$ cat src/rtl/fetch_pkg.sv
// Shared definitions for the instruction-fetch stage.
//   NOP_INSTR       : encoding held in IF/ID whenever it carries no real instruction
//   fetch_state_e   : fetch FSM states (RUN, HALT)
//   REDIRECT_CNT_W  : width of the accepted-redirect counter
//   bad_target()    : flags a redirect target that is misaligned or outside the PC range
package fetch_pkg;

    localparam int unsigned INSTR_W        = 32;
    localparam int unsigned REDIRECT_CNT_W = 16;

    localparam logic [INSTR_W-1:0] NOP_INSTR = 32'h0000_0013;

    typedef enum logic [0:0] {
        RUN  = 1'b0,
        HALT = 1'b1
    } fetch_state_e;

    // A target is illegal if it is not word aligned or has bits above the PC width.
    function automatic logic bad_target(input logic [31:0] target, input int unsigned pc_w);
        return (target[1:0] != 2'b00) || ((target >> pc_w) != 32'd0);
    endfunction

endpackage

$ cat src/rtl/if_id_reg.sv
// IF/ID pipeline register: PC, instruction and valid bit.
//   clk, reset_n      : clock, synchronous active-low reset
//   load              : capture next_pc/next_instr as a valid instruction
//   flush             : kill the held instruction (valid=0, instr=NOP); beats load
//   next_pc/next_instr: incoming fetch slot
//   pc/instr/valid    : registered IF/ID contents
// With neither load nor flush the register holds all fields.
module if_id_reg
    import fetch_pkg::*;
#(
    parameter int unsigned PC_W = 9
) (
    input  logic               clk,
    input  logic               reset_n,
    input  logic               load,
    input  logic               flush,
    input  logic [PC_W-1:0]    next_pc,
    input  logic [INSTR_W-1:0] next_instr,
    output logic [PC_W-1:0]    pc,
    output logic [INSTR_W-1:0] instr,
    output logic               valid
);

    always_ff @(posedge clk) begin
        if (!reset_n) begin
            pc    <= '0;
            instr <= NOP_INSTR;
            valid <= 1'b0;
        end else if (flush) begin
            // PC is left as-is; it is meaningless while valid is low.
            instr <= NOP_INSTR;
            valid <= 1'b0;
        end else if (load) begin
            pc    <= next_pc;
            instr <= next_instr;
            valid <= 1'b1;
        end
    end

endmodule

$ cat src/rtl/fetch_pc_unit.sv
// Instruction-fetch stage: program counter, fetch FSM and IF/ID register.
//   clk, reset_n   : clock, synchronous active-low reset
//   stall          : hold PC and IF/ID (ignored when a redirect is present)
//   pc_sel, br_pc  : redirect request and target from the branch unit
//   imem_addr      : combinational address to synchronous instruction memory
//   imem_rdata     : instruction at pc_q (address issued the previous cycle)
//   if_id_pc/instr/valid : IF/ID register contents
//   flush_ex       : combinational kill of the ID/EX register at this edge
//   fetch_halted   : registered HALT indication
//   halt_addr      : illegal target captured on entry to HALT
//   redirect_cnt   : saturating count of accepted redirects
module fetch_pc_unit
    import fetch_pkg::*;
#(
    parameter int unsigned     PC_W     = 9,
    parameter logic [PC_W-1:0] RESET_PC = '0
) (
    input  logic                      clk,
    input  logic                      reset_n,
    input  logic                      stall,
    input  logic                      pc_sel,
    input  logic [31:0]               br_pc,
    output logic [PC_W-1:0]           imem_addr,
    input  logic [INSTR_W-1:0]        imem_rdata,
    output logic [PC_W-1:0]           if_id_pc,
    output logic [INSTR_W-1:0]        if_id_instr,
    output logic                      if_id_valid,
    output logic                      flush_ex,
    output logic                      fetch_halted,
    output logic [31:0]               halt_addr,
    output logic [REDIRECT_CNT_W-1:0] redirect_cnt
);

    fetch_state_e    state;
    logic [PC_W-1:0] pc_q;
    logic [PC_W-1:0] pc_next;
    logic            redirect_ok;
    logic            redirect_bad;
    logic            advance;
    logic            kill;

    // Redirect / stall / advance decode; redirect has priority over stall.
    always_comb begin
        pc_next      = pc_q;
        redirect_ok  = 1'b0;
        redirect_bad = 1'b0;
        advance      = 1'b0;
        if (state == RUN) begin
            if (pc_sel) begin
                if (bad_target(br_pc, PC_W)) begin
                    redirect_bad = 1'b1;
                end else begin
                    redirect_ok = 1'b1;
                    pc_next     = br_pc[PC_W-1:0];
                end
            end else if (!stall) begin
                advance = 1'b1;
                pc_next = pc_q + PC_W'(4);
            end
        end
    end

    assign kill = redirect_ok | redirect_bad;

    // Issuing RESET_PC during reset makes imem_rdata valid on the first run cycle.
    assign imem_addr = reset_n ? pc_next : RESET_PC;
    assign flush_ex  = reset_n & kill;

    // FSM, PC, halt capture and redirect counter.
    always_ff @(posedge clk) begin
        if (!reset_n) begin
            state        <= RUN;
            pc_q         <= RESET_PC;
            fetch_halted <= 1'b0;
            halt_addr    <= '0;
            redirect_cnt <= '0;
        end else begin
            pc_q <= pc_next;
            case (state)
                RUN: begin
                    if (redirect_bad) begin
                        state        <= HALT;
                        fetch_halted <= 1'b1;
                        halt_addr    <= br_pc;
                    end
                end
                HALT: begin
                    state <= HALT;
                end
                default: begin
                    state <= HALT;
                end
            endcase
            if (redirect_ok && (redirect_cnt != {REDIRECT_CNT_W{1'b1}})) begin
                redirect_cnt <= redirect_cnt + REDIRECT_CNT_W'(1);
            end
        end
    end

    if_id_reg #(
        .PC_W (PC_W)
    ) u_if_id_reg (
        .clk        (clk),
        .reset_n    (reset_n),
        .load       (advance),
        .flush      (kill),
        .next_pc    (pc_q),
        .next_instr (imem_rdata),
        .pc         (if_id_pc),
        .instr      (if_id_instr),
        .valid      (if_id_valid)
    );

endmodule
$ cat config.mk
export PLATFORM = sky130hd
export DESIGN_NAME = fetch_pc_unit
export DESIGN_NICKNAME = d
export VERILOG_FILES = /design/src/rtl/fetch_pkg.sv /design/src/rtl/if_id_reg.sv /design/src/rtl/fetch_pc_unit.sv
export SDC_FILE = /design/constraint.sdc
export NUM_CORES = 1
export LEC_CHECK = 0
export ABC_AREA = 1
export BUFFER_PORTS_ARGS = -buffer_cell sky130_fd_sc_hd__buf_2
export CAP_MARGIN = 20
export CORE_MARGIN = 2
export CORE_UTILIZATION = 30
export CTS_CLUSTER_DIAMETER = 30
export CTS_CLUSTER_SIZE = 30
export DETAILED_ROUTE_END_ITERATION = 7
export SLEW_MARGIN = 10
export SYNTH_ARGS = -nofsm -noshare
export SYNTH_HDL_FRONTEND = slang
export SYNTH_HIERARCHICAL = 1
export SYNTH_SLANG_ARGS = --single-unit
export TNS_END_PERCENT = 100
$ cat constraint.sdc
create_clock -name clk -period 1.7 [get_ports clk]
set_input_delay 0.085 -clock clk [delete_from_list [all_inputs] [get_ports clk]]
set_output_delay 0.085 -clock clk [all_outputs]
set_load 0.1 [all_outputs]
==> impl_metrics.toml, run 1 <==
[status]
outcome = "finished with violations"
violations = "setup timing"

[clock_network]
cts-htree-levels = 3
clk_pin_slew_ns = 0.07
cts_buffers = 9
cts_tree = "done"
clk_path_buf_depth = 2
cts_num_sinks = 101
clock_latency_ns = 0.35
root_buffer = "clkbuf_16"

[global_route]
grt_overflow = 0
antenna_found_initial = 0
grt_pass1_wl_mm = 21.8
gr-usage-all-layers_pct = 16.6
grt_pass1_vias = 4557
grt_max_degree = 34

[floorplanning]
start_util_pct = 30.7
core_mm2 = 0.0146
die_h_um = 126
die_w_um = 126
dieArea_mm2 = 0.0159
rows = 44
io_pins = 169

[timing]
rsz0062_at_grt = "yes"
fin_crit_sh_pct = 109
relSlewSlack_pct = 65.1
hold_violations = 0
setup_viol = 7
max_freq_mhz = 539
final.setup_skew_ns = 0.00687
maxSlewViolCount = 0
final.min_clock_period_ns = 1.85
worst_slew_pin_slew_ns = 0.526
worst_slack_ns = -0.154

[layout]
area_growth_syn_to_layout_pct = 55.7
multi_input_area_mm2 = 0.00229
drive_gt1_share_pct = 36.1
final_cells = 1040
layout.area.seq_mm2 = 0.00208
fillers = 1401
num-nets-final = 921
diodes = 0

[drt]
post_drt_wl_per_cell_um = 12.5
vias = 4697
ant_nets = 0
wl_mm = 13.0
dr.pass1.iters = 4
drc = 0
drt_iter0_markers = 289
routed_via_density = 4.52

[synthesis]
yosys.area.top_type = "dfxtp_1"
yosysWarnings = 6
ys_top_cells_by_area = "dfxtp_1 (45%), nand2_1 (11%), nor2_1 (8.1%), nand3_1 (5.8%), a21oi_2 (5.7%)"
synthXorXnorAreaFrac_pct = 1.95
synth_flop_cell = "dfxtp_1"
synth_edf_count = 0
ys_seq_area_share_pct = 45.1
netlist_area_mm2 = 0.00448
ys_types = 30
synth_top_area_share_pct = 45.1
synthMuxAreaShare_pct = 0
synth_compound_area_share_pct = 14.0
ys_ff_latch = 101
syn_nets = 681
async_flop_share_pct = 0
synth_fa_ha_area_share_pct = 0.558
synthSimpleGateAreaFrac_pct = 29.7
avgSynthCellArea_um2 = 7.34
synth_top_family_by_area = "simple AND/OR/NAND/NOR gates"
syn_inst = 611

[power]
powerDensity_mw_per_mm2 = 871
p_leak_nw = 3.12
ir_worst_vdd_uv = 724

[critical_path]
crit_type = "flip-flop to output pin"
path_buf_inv = 2
cp_cell_sequence = "ha_4 > nand3_4 > nor2_4 > nand4_1 > nand2_1 > inv_1 > nand2_1 > nand3_2 > a21oi_4 > buf_12"
start_kind = "flip-flop"
cp.arrival_ns = 1.77
crit_fanout = 4
critPathTopFamily = "simple AND/OR/NAND/NOR gates"
cp-end-kind = "output pin"
crit_required_ns = 1.62
cpMaxStageDelayCell = "dfxtp_4"
crit_path_max_incr_delay_ns = 0.37
path_common_cell = "nand2_1"

[place]
io_buffer_count = 168
gp_congestion = 0.824
dp_cells = 958
dpl_worst_slack_ns = -0.0108
dp_hpwl_mm = 8.81

[job]
maxCapViolations = 0

[min_path]
min_path_type = "input port to flip-flop"
==> power breakdown <==
part | switching [mW] | internal [mW] | total [mW]
sequential | 0.0605 | 2.46 | 2.52
combinational | 1.18 | 0.413 | 1.59
clock | 0.891 | 1.07 | 1.96
total | 2.13 | 3.95 | 6.08
==> path summary, 6_finish.rpt <==
kind | end | startpoint | slack, ns | depth (start not counted)
min reg2reg | u_if_id_reg/instr[18] | u_if_id_reg/instr[18] | 0.46 | 2
min | u_if_id_reg/instr[11] | imem_rdata[11] | 0.008 | 3
max reg2reg | redirect_cnt[4] | redirect_cnt[1] | 0.14 | 8
max | imem_addr[8] | pc_q[2] | -0.15 | 10
==> metrics by stage <==
step / hold WS [ns] / power [mW] / area (um^2) / util (%) / TNS [ns]
floorplan: 0.211 / 3.70 / 4710 / - / -2.57
global placement: 0.300 / 4.04 / 6000 / 41.1 / 0
detailed placement: 0.303 / 4.04 / 6000 / 41.1 / -0.0212
CTS: 0.00327 / 6.13 / 6940 / 47.6 / -0.884
global route: 0.0214 / 6.34 / 6980 / 47.8 / -1.30
finish: 0.00831 / 6.08 / 6980 / 47.8 / -0.595
==> worst register-to-register path, cell delays in order, from the launching register on <==
cell	delay (ns)
dfxtp_4	0.38
ha_4	0.17
nand2_4	0.06
nor3b_4	0.18
and2_4	0.19
nand3_4	0.13
buf_4	0.20
nand3_1	0.08
a21oi_1	0.06
==> state kept, by name, summed over array words and instances (netlist names) <==
signal and flops:
fetch_halted 1, halt_addr 32, pc_q 9, redirect_cnt 16
state 1, u_if_id_reg/instr 32, u_if_id_reg/pc 9, u_if_id_reg/valid 1
==> metal layers <==
| metal | GRT usage, % | vias up | part of all wire, % |
|---|---|---|---|
| li1 | - | 2433 | - |
| met1 | 20.7 | 2124 | 46 |
| met2 | 27.3 | 109 | 47 |
| met3 | 3.31 | 31 | 4.1 |
| met4 | 8.53 | 0 | 3.5 |
| met5 | 0 | - | 0 |
==> kinds of logic (layout without fill, tap and decap cells) <==
logic type | Yosys count | after routing
flip-flops | 101 | 101
AND/OR/NAND/NOR | 308 | 308
XOR/XNOR | 10 | 10
buffers and inverters | 87 | 332
AO/OA/AOI/OAI | 103 | 103
adder cells (fa/ha/maj) | 2 | 2
==> repair_timing <==
action                     CTS  global route
setup buffers                5             2
setup endpoints to repair    9            11
gates resized for setup      6             7
hold buffers                59             0
pin swaps                   10             2
hold endpoints to repair    59             0
==> synthesized netlist by cell type, types with 2 or more instances <==
| master | number |
|---|---|
| clkbuf_1 | 6 |
| ha_1 | 2 |
| nor3_1 | 7 |
| inv_2 | 8 |
| nand2_1 | 132 |
| nand2_4 | 2 |
| o21ai_0 | 39 |
| nand4_1 | 6 |
| a21oi_2 | 29 |
| nor2_4 | 2 |
| a21oi_1 | 34 |
| inv_1 | 49 |
| xor2_1 | 10 |
| nor2_2 | 3 |
| buf_6 | 5 |
| nand3_1 | 52 |
| nor2_1 | 97 |
| dfxtp_1 | 101 |
| buf_2 | 16 |
==> cell type report <==
| cell class | instances | area share [%] |
|---|---|---|
| Tap cell | 184 | 3.30 |
| Sequential cell | 101 | 29.7 |
| Timing Repair Buffer | 257 | 26.8 |
| Multi-Input combinational cell | 423 | 32.8 |
| Clock buffer | 12 | 3.69 |
| Inverter | 59 | 3.30 |
| Clock inverter | 4 | 0.305 |
==> layout by cell type (no fill, tap or decap), types with 2 or more instances in the layout <==
cell,synthesis,final
nor2_1,97,91
ha_4,0,2
dlygate4sd3_1,0,59
inv_1,49,48
buf_12,0,15
clkinvlp_4,0,2
clkbuf_16,0,10
clkbuf_1,6,2
a21oi_2,29,29
nand3_1,52,45
xor2_1,10,10
nor2_4,2,6
nand3_2,0,6
nand2_1,132,129
nor3_2,1,2
clkinv_1,1,2
buf_2,16,158
nand2_4,2,2
nand4_1,6,6
nor3_1,7,3
a21oi_1,34,29
nor3_4,0,3
dfxtp_2,0,7
dfxtp_1,101,82
buf_4,0,24
nor2_2,3,5
nand2_2,1,3
inv_2,8,8
a21oi_4,0,5
nand3_4,1,2
dfxtp_4,0,12
o21ai_0,39,38
clkinv_2,0,2
(Power assumes the default switching activity.)
==> run 2: changes to the inputs <==
Settings changed: CTS_CLUSTER_DIAMETER 30 to 40.
Clock period 1.7 ns to 2.3 ns, I/O delays scaled along.
==> run 2 against run 1 <==
Net effect:
- worst hold slack improved by 0.0093 ns
- highest routed layer unchanged
- global-route usage decreased by 0.92 points
- largest cell class unchanged
- the run now ends clean
- register-to-register slack improved by 0.35 ns
- routed wire length shrank 5.3%
- largest power group unchanged
- via count is 7.0% lower
- clock skew decreased by 0.0016 ns
==> impl_metrics.toml, run 2 (synthesis gave the netlist of run 1 again) <==
[status]
outcome = "finished clean"

[clock_network]
root_buffer = "clkbuf_16"
cts_tree = "done"
clock_latency_ns = 0.34
cts-htree-levels = 3
cts_buffers = 9
clk_path_buf_depth = 2
cts_num_sinks = 101
clk_pin_slew_ns = 0.06
post-cts-setup-buffers = 0

[place]
dp_hpwl_mm = 8.73
placed_area_mm2 = 0.00555
dpl_worst_slack_ns = 0.400
io_buffer_count = 168
gp_congestion = 0.792

[timing]
relSlewSlack_pct = 63.1
maxSlewViolCount = 0
worst_slack_ns = 0.184
rsz0062_at_grt = "no"
fin_crit_sh_pct = 92.0
worst_slew_pin_slew_ns = 0.554
final.min_clock_period_ns = 2.12
final.setup_skew_ns = 0.00524
max_freq_mhz = 473
setup_viol = 0
hold_violations = 0

[critical_path]
reg2reg_from = "redirect_cnt[0]"
r2r_cells = 8
reg2reg_to = "redirect_cnt[1]"
critPathTopFamily = "simple AND/OR/NAND/NOR gates"
cp-end-kind = "output pin"
rrSetupSlack_ns = 0.49
cpMaxStageDelayCell = "dfxtp_1"
cp_cell_sequence = "ha_1 > nand3_1 > nor2_1 > a21o_1 > inv_1 > nand2_1 > nand3_1 > a21oi_2 > clkbuf_4"
crit_type = "flip-flop to output pin"
cp.arrival_ns = 2.00
crit_path_max_incr_delay_ns = 0.38
cp.depth = 9
cp-startpoint = "pc_q[3]"
start_kind = "flip-flop"
path_common_cell = "nand3_1"
crit_required_ns = 2.18
crit_fanout = 4
path_buf_inv = 2
cp-endpoint = "imem_addr[6]"

[power]
clkPwrFrac_pct = 34.4
ir_worst_vdd_uv = 477
power_frac_comb_pct = 23.2
switchingPower_mw = 1.52
p_leak_nw = 2.72
power_frac_seq_pct = 42.4
powerDensity_mw_per_mm2 = 744
p_total_mw = 4.42
intPower_mw = 2.90
swShare_pct = 34.4

[min_path]
min_path_type = "input port to flip-flop"
worstHoldStart = "br_pc[21]"

[drt]
drt_iter0_markers = 206
post_drt_wl_per_cell_um = 12.7
drc = 0
ant_nets = 0
routed_via_density = 4.51
dr.pass1.iters = 4
vias = 4366
wl_mm = 12.3

[global_route]
grt_max_degree = 34
grt_overflow = 0
grt_pass1_vias = 4194
gr-usage-all-layers_pct = 15.7
grt_pass1_wl_mm = 20.4
antenna_found_initial = 0

[layout]
final_common_cell = "buf_2"
mostFrequentLayoutCells = "buf_2 (162), nand2_1 (132), dfxtp_1 (97), nor2_1 (96), nand3_1 (52)"
diodes = 0
num-nets-final = 849
largestRegisters = "halt_addr: 32 flops, u_if_id_reg/instr: 32 flops, redirect_cnt: 16 flops"
fillers = 1534
area_growth_syn_to_layout_pct = 32.6
final_util_pct = 40.7
drive_gt1_share_pct = 32.4
design_area_mm2 = 0.00594

[floorplanning]
die_w_um = 126
rows = 44
die_h_um = 126
dieArea_mm2 = 0.0159
start_util_pct = 30.7
io_pins = 169
core_mm2 = 0.0146

[job]
maxCapViolations = 0
==> run 2: worst min-delay path, cell delays in order <==
cell and delay [ns]:
buf_2 0.09, nor2_1 0.04, nor2_1 0.08
==> run 2: per-stage QoR <==
stage               setup TNS (ns)  hold WS (ns)  instances
floorplan                  -0.0386         0.241        611
global placement                 0         0.334        944
detailed placement               0         0.336        944
CTS                              0     0.0000821        968
global route                     0       0.00668        968
finish                           0        0.0176        968
==> run 2: repair_timing <==
item                                    4_1_cts  5_1_grt
gates resized for setup                       1        5
endpoints found under the setup margin        1        4
hold buffers                                  8        0
hold endpoints to repair                      8        0
==> run 2: power by group through the flow <==
stage               Clock, mW  Combinational (mW)  Sequential (mW)
floorplan                   0               0.306             2.42
global placement            0                1.02             1.91
detailed placement          0                1.02             1.91
CTS                      1.59                1.03             1.87
global route             1.66                1.09             1.88
finish                   1.52                1.03             1.87
==> run 2: worst min-delay path by stage <==
| stage | end | cells after the start | slack (ns) |
|---|---|---|---|
| after floorplan | u_if_id_reg/instr[0] | 2 | 0.24 |
| after global placement | u_if_id_reg/instr[4] | 3 | 0.33 |
| after detailed placement | u_if_id_reg/instr[4] | 3 | 0.34 |
| after CTS | halt_addr[21] | 3 | 0.00008 |
| after global routing | halt_addr[24] | 3 | 0.007 |
| final | halt_addr[21] | 3 | 0.02 |
==> run 2: layer usage <==
layer	wire length, um	vias to the layer above	track usage (%)
met5	0	-	0
met4	208	0	4.46
met3	841	13	5.61
met2	5710	112	25.8
met1	5520	1964	19.5
li1	-	2277	-
==> run 2: area by class of cell <==
class                      count  area [um^2]  share of cell area, %
inverter                      59          226                   3.81
tap                          184          230                   3.87
multi-input combinational    423         2120                   35.6
clock inverter                 3         45.0                  0.758
clock buffer                  13          250                   4.21
sequential                   101         2030                   34.1
timing repair buffer         185         1040                   17.6
==> run 3: changes to the inputs <==
Settings changed: BUFFER_PORTS_ARGS -buffer_cell sky130_fd_sc_hd__buf_2 to not set, DONT_BUFFER_PORTS set to 1, HOLD_SLACK_MARGIN set to 0.15.
==> run 3 against run 2 <==
Net effect:
- total power increased by 2.4%
- highest routed layer unchanged
- critical path type is now input port to output pin
- die area unchanged
- register-to-register slack got worse by 0.06 ns
- via count increased by 1.3%
- core utilization increased by 3.3 points
- clock power increased by 3%
==> impl_metrics.toml, run 3 (synthesis gave the netlist of run 1 again) <==
[floorplanning]
rows = 44
start_util_pct = 30.7
core_mm2 = 0.0146
io_pins = 169
dieArea_mm2 = 0.0159
die_h_um = 126
die_w_um = 126

[power]
switchingPower_mw = 1.56
power_frac_comb_pct = 24.5
intPower_mw = 2.97
ir_worst_vdd_uv = 470
p_total_mw = 4.53
p_leak_nw = 2.70
power_frac_seq_pct = 41.2
powerDensity_mw_per_mm2 = 705
swShare_pct = 34.4
clkPwrFrac_pct = 34.4

[timing]
max_freq_mhz = 464
rsz0062_at_grt = "no"
maxSlewViolCount = 0
setup_viol = 0
fin_crit_sh_pct = 93.7
final.setup_skew_ns = 0.0108
relSlewSlack_pct = 55.5
hold_violations = 0
worst_slew_pin_slew_ns = 0.666
final.min_clock_period_ns = 2.16

[drt]
wl_mm = 12.9
routed_via_density = 4.62
dr.pass1.iters = 4
vias = 4421
post_drt_wl_per_cell_um = 13.5
ant_nets = 0
drt_iter0_markers = 200
drc = 0

[min_path]
min_path_cells = 4
min_path_type = "input port to flip-flop"

[place]
placed_area_mm2 = 0.00541
gp_congestion = 0.802
dp_hpwl_mm = 8.50
io_buffer_count = 0

[layout]
drive_gt1_share_pct = 24.4
design_area_mm2 = 0.00642
layout.area.seq_mm2 = 0.00203
largestRegisters = "halt_addr: 32 flops, u_if_id_reg/instr: 32 flops, redirect_cnt: 16 flops"
diodes = 0
area_growth_syn_to_layout_pct = 43.2
mostFrequentLayoutCells = "nand2_1 (132), buf_4 (101), dfxtp_1 (97), nor2_1 (93), dlygate4sd3_1 (67)"
fillers = 1439
num-nets-final = 837
final_common_cell = "nand2_1"
multi_input_area_mm2 = 0.00213

[critical_path]
cp-end-kind = "output pin"
start_kind = "input port"
crit_required_ns = 2.18
crit_type = "input port to output pin"
crit_fanout = 7
cp.arrival_ns = 2.04
r2r_cells = 8

[global_route]
antenna_found_initial = 0
grt_overflow = 0
gr-usage-all-layers_pct = 16.3
grt_pass1_vias = 4326
grt_max_degree = 46
grt_pass1_wl_mm = 21.0

[clock_network]
cts_buffers = 9
post-cts-setup-buffers = 0
cts_num_sinks = 101
root_buffer = "clkbuf_16"
cts_tree = "done"
clk_pin_slew_ns = 0.07
clk_path_buf_depth = 2
cts-htree-levels = 3
clock_latency_ns = 0.35

[status]
outcome = "finished clean"

[job]
maxCapViolations = 0
run 3: cell count changes in the layout (fill, tap and decap cells not counted), sizes merged:
cell / before / now
buf: 176 / 106
dlygate4sd3: 8 / 67
clkbuf: 14 / 11
clkinv: 1 / 4
clkinvlp: 2 / 0
inv: 58 / 59
run 3: layer usage:
layer	vias up	track usage, %	wire length, um
li1	2262	-	-
met1	2004	19.0	5480
met2	127	27.0	6040
met3	28	5.86	973
met4	0	6.92	429
met5	-	0	0
run 3: worst max-delay path, stage by stage:
cell and delay (ns):
dlygate4sd3_1 0.54, inv_1 0.11, nand3_1 0.10, nor2_1 0.11, nand2_1 0.07, nor2_2 0.25, nand2_1 0.18, nand2_1 0.12
nor2_1 0.07, nor3_4 0.12, buf_6 0.25
run 3: worst paths after layout:
kind / start / endpoint / slack, ns
setup / recovery: br_pc[14] / imem_addr[2] / 0.14
hold reg to reg: u_if_id_reg/instr[23] / u_if_id_reg/instr[23] / 0.47
hold / removal: pc_sel / pc_q[6] / 0.19
setup reg to reg: redirect_cnt[1] / redirect_cnt[0] / 0.43
run 3: layout make-up:
class,count,share of cell area [%]
Tap cell,184,3.59
Multi-Input combinational cell,423,33.2
Timing Repair Buffer,173,23.4
Clock buffer,11,3.78
Sequential cell,101,31.6
Clock inverter,5,0.897
Inverter,59,3.53
run 3: through the flow:
stage / setup TNS (ns) / instances / hold slack [ns] / utilization [%] / setup WS (ns)
5_1_grt: 0 / 956 / 0.200 / 44.0 / 0.00298
3_3_place_gp: 0 / 872 / 0.246 / 37.1 / 0.487
6_report: 0 / 956 / 0.190 / 44.0 / 0.144
4_1_cts: 0 / 956 / 0.176 / 43.9 / 0.114
2_1_floorplan: -0.0386 / 611 / 0.241 / - / -0.0386
3_5_place_dp: 0 / 872 / 0.245 / 37.1 / 0.427
run 3: power groups by stage:
stage                     sequential, mW  combinational, mW  clock (mW)
final                               1.86               1.11        1.56
after global routing                1.87               1.16        1.68
after CTS                           1.86               1.10        1.61
after detailed placement            1.90              0.995           0
after global placement              1.90              0.990           0
after floorplan                     2.42              0.306           0
run 3: repair_timing:
item / CTS / global route
hold endpoints to repair: 94 / 0
resized for setup: 0 / 4
hold buffers: 68 / 0
setup endpoints to repair: 0 / 4
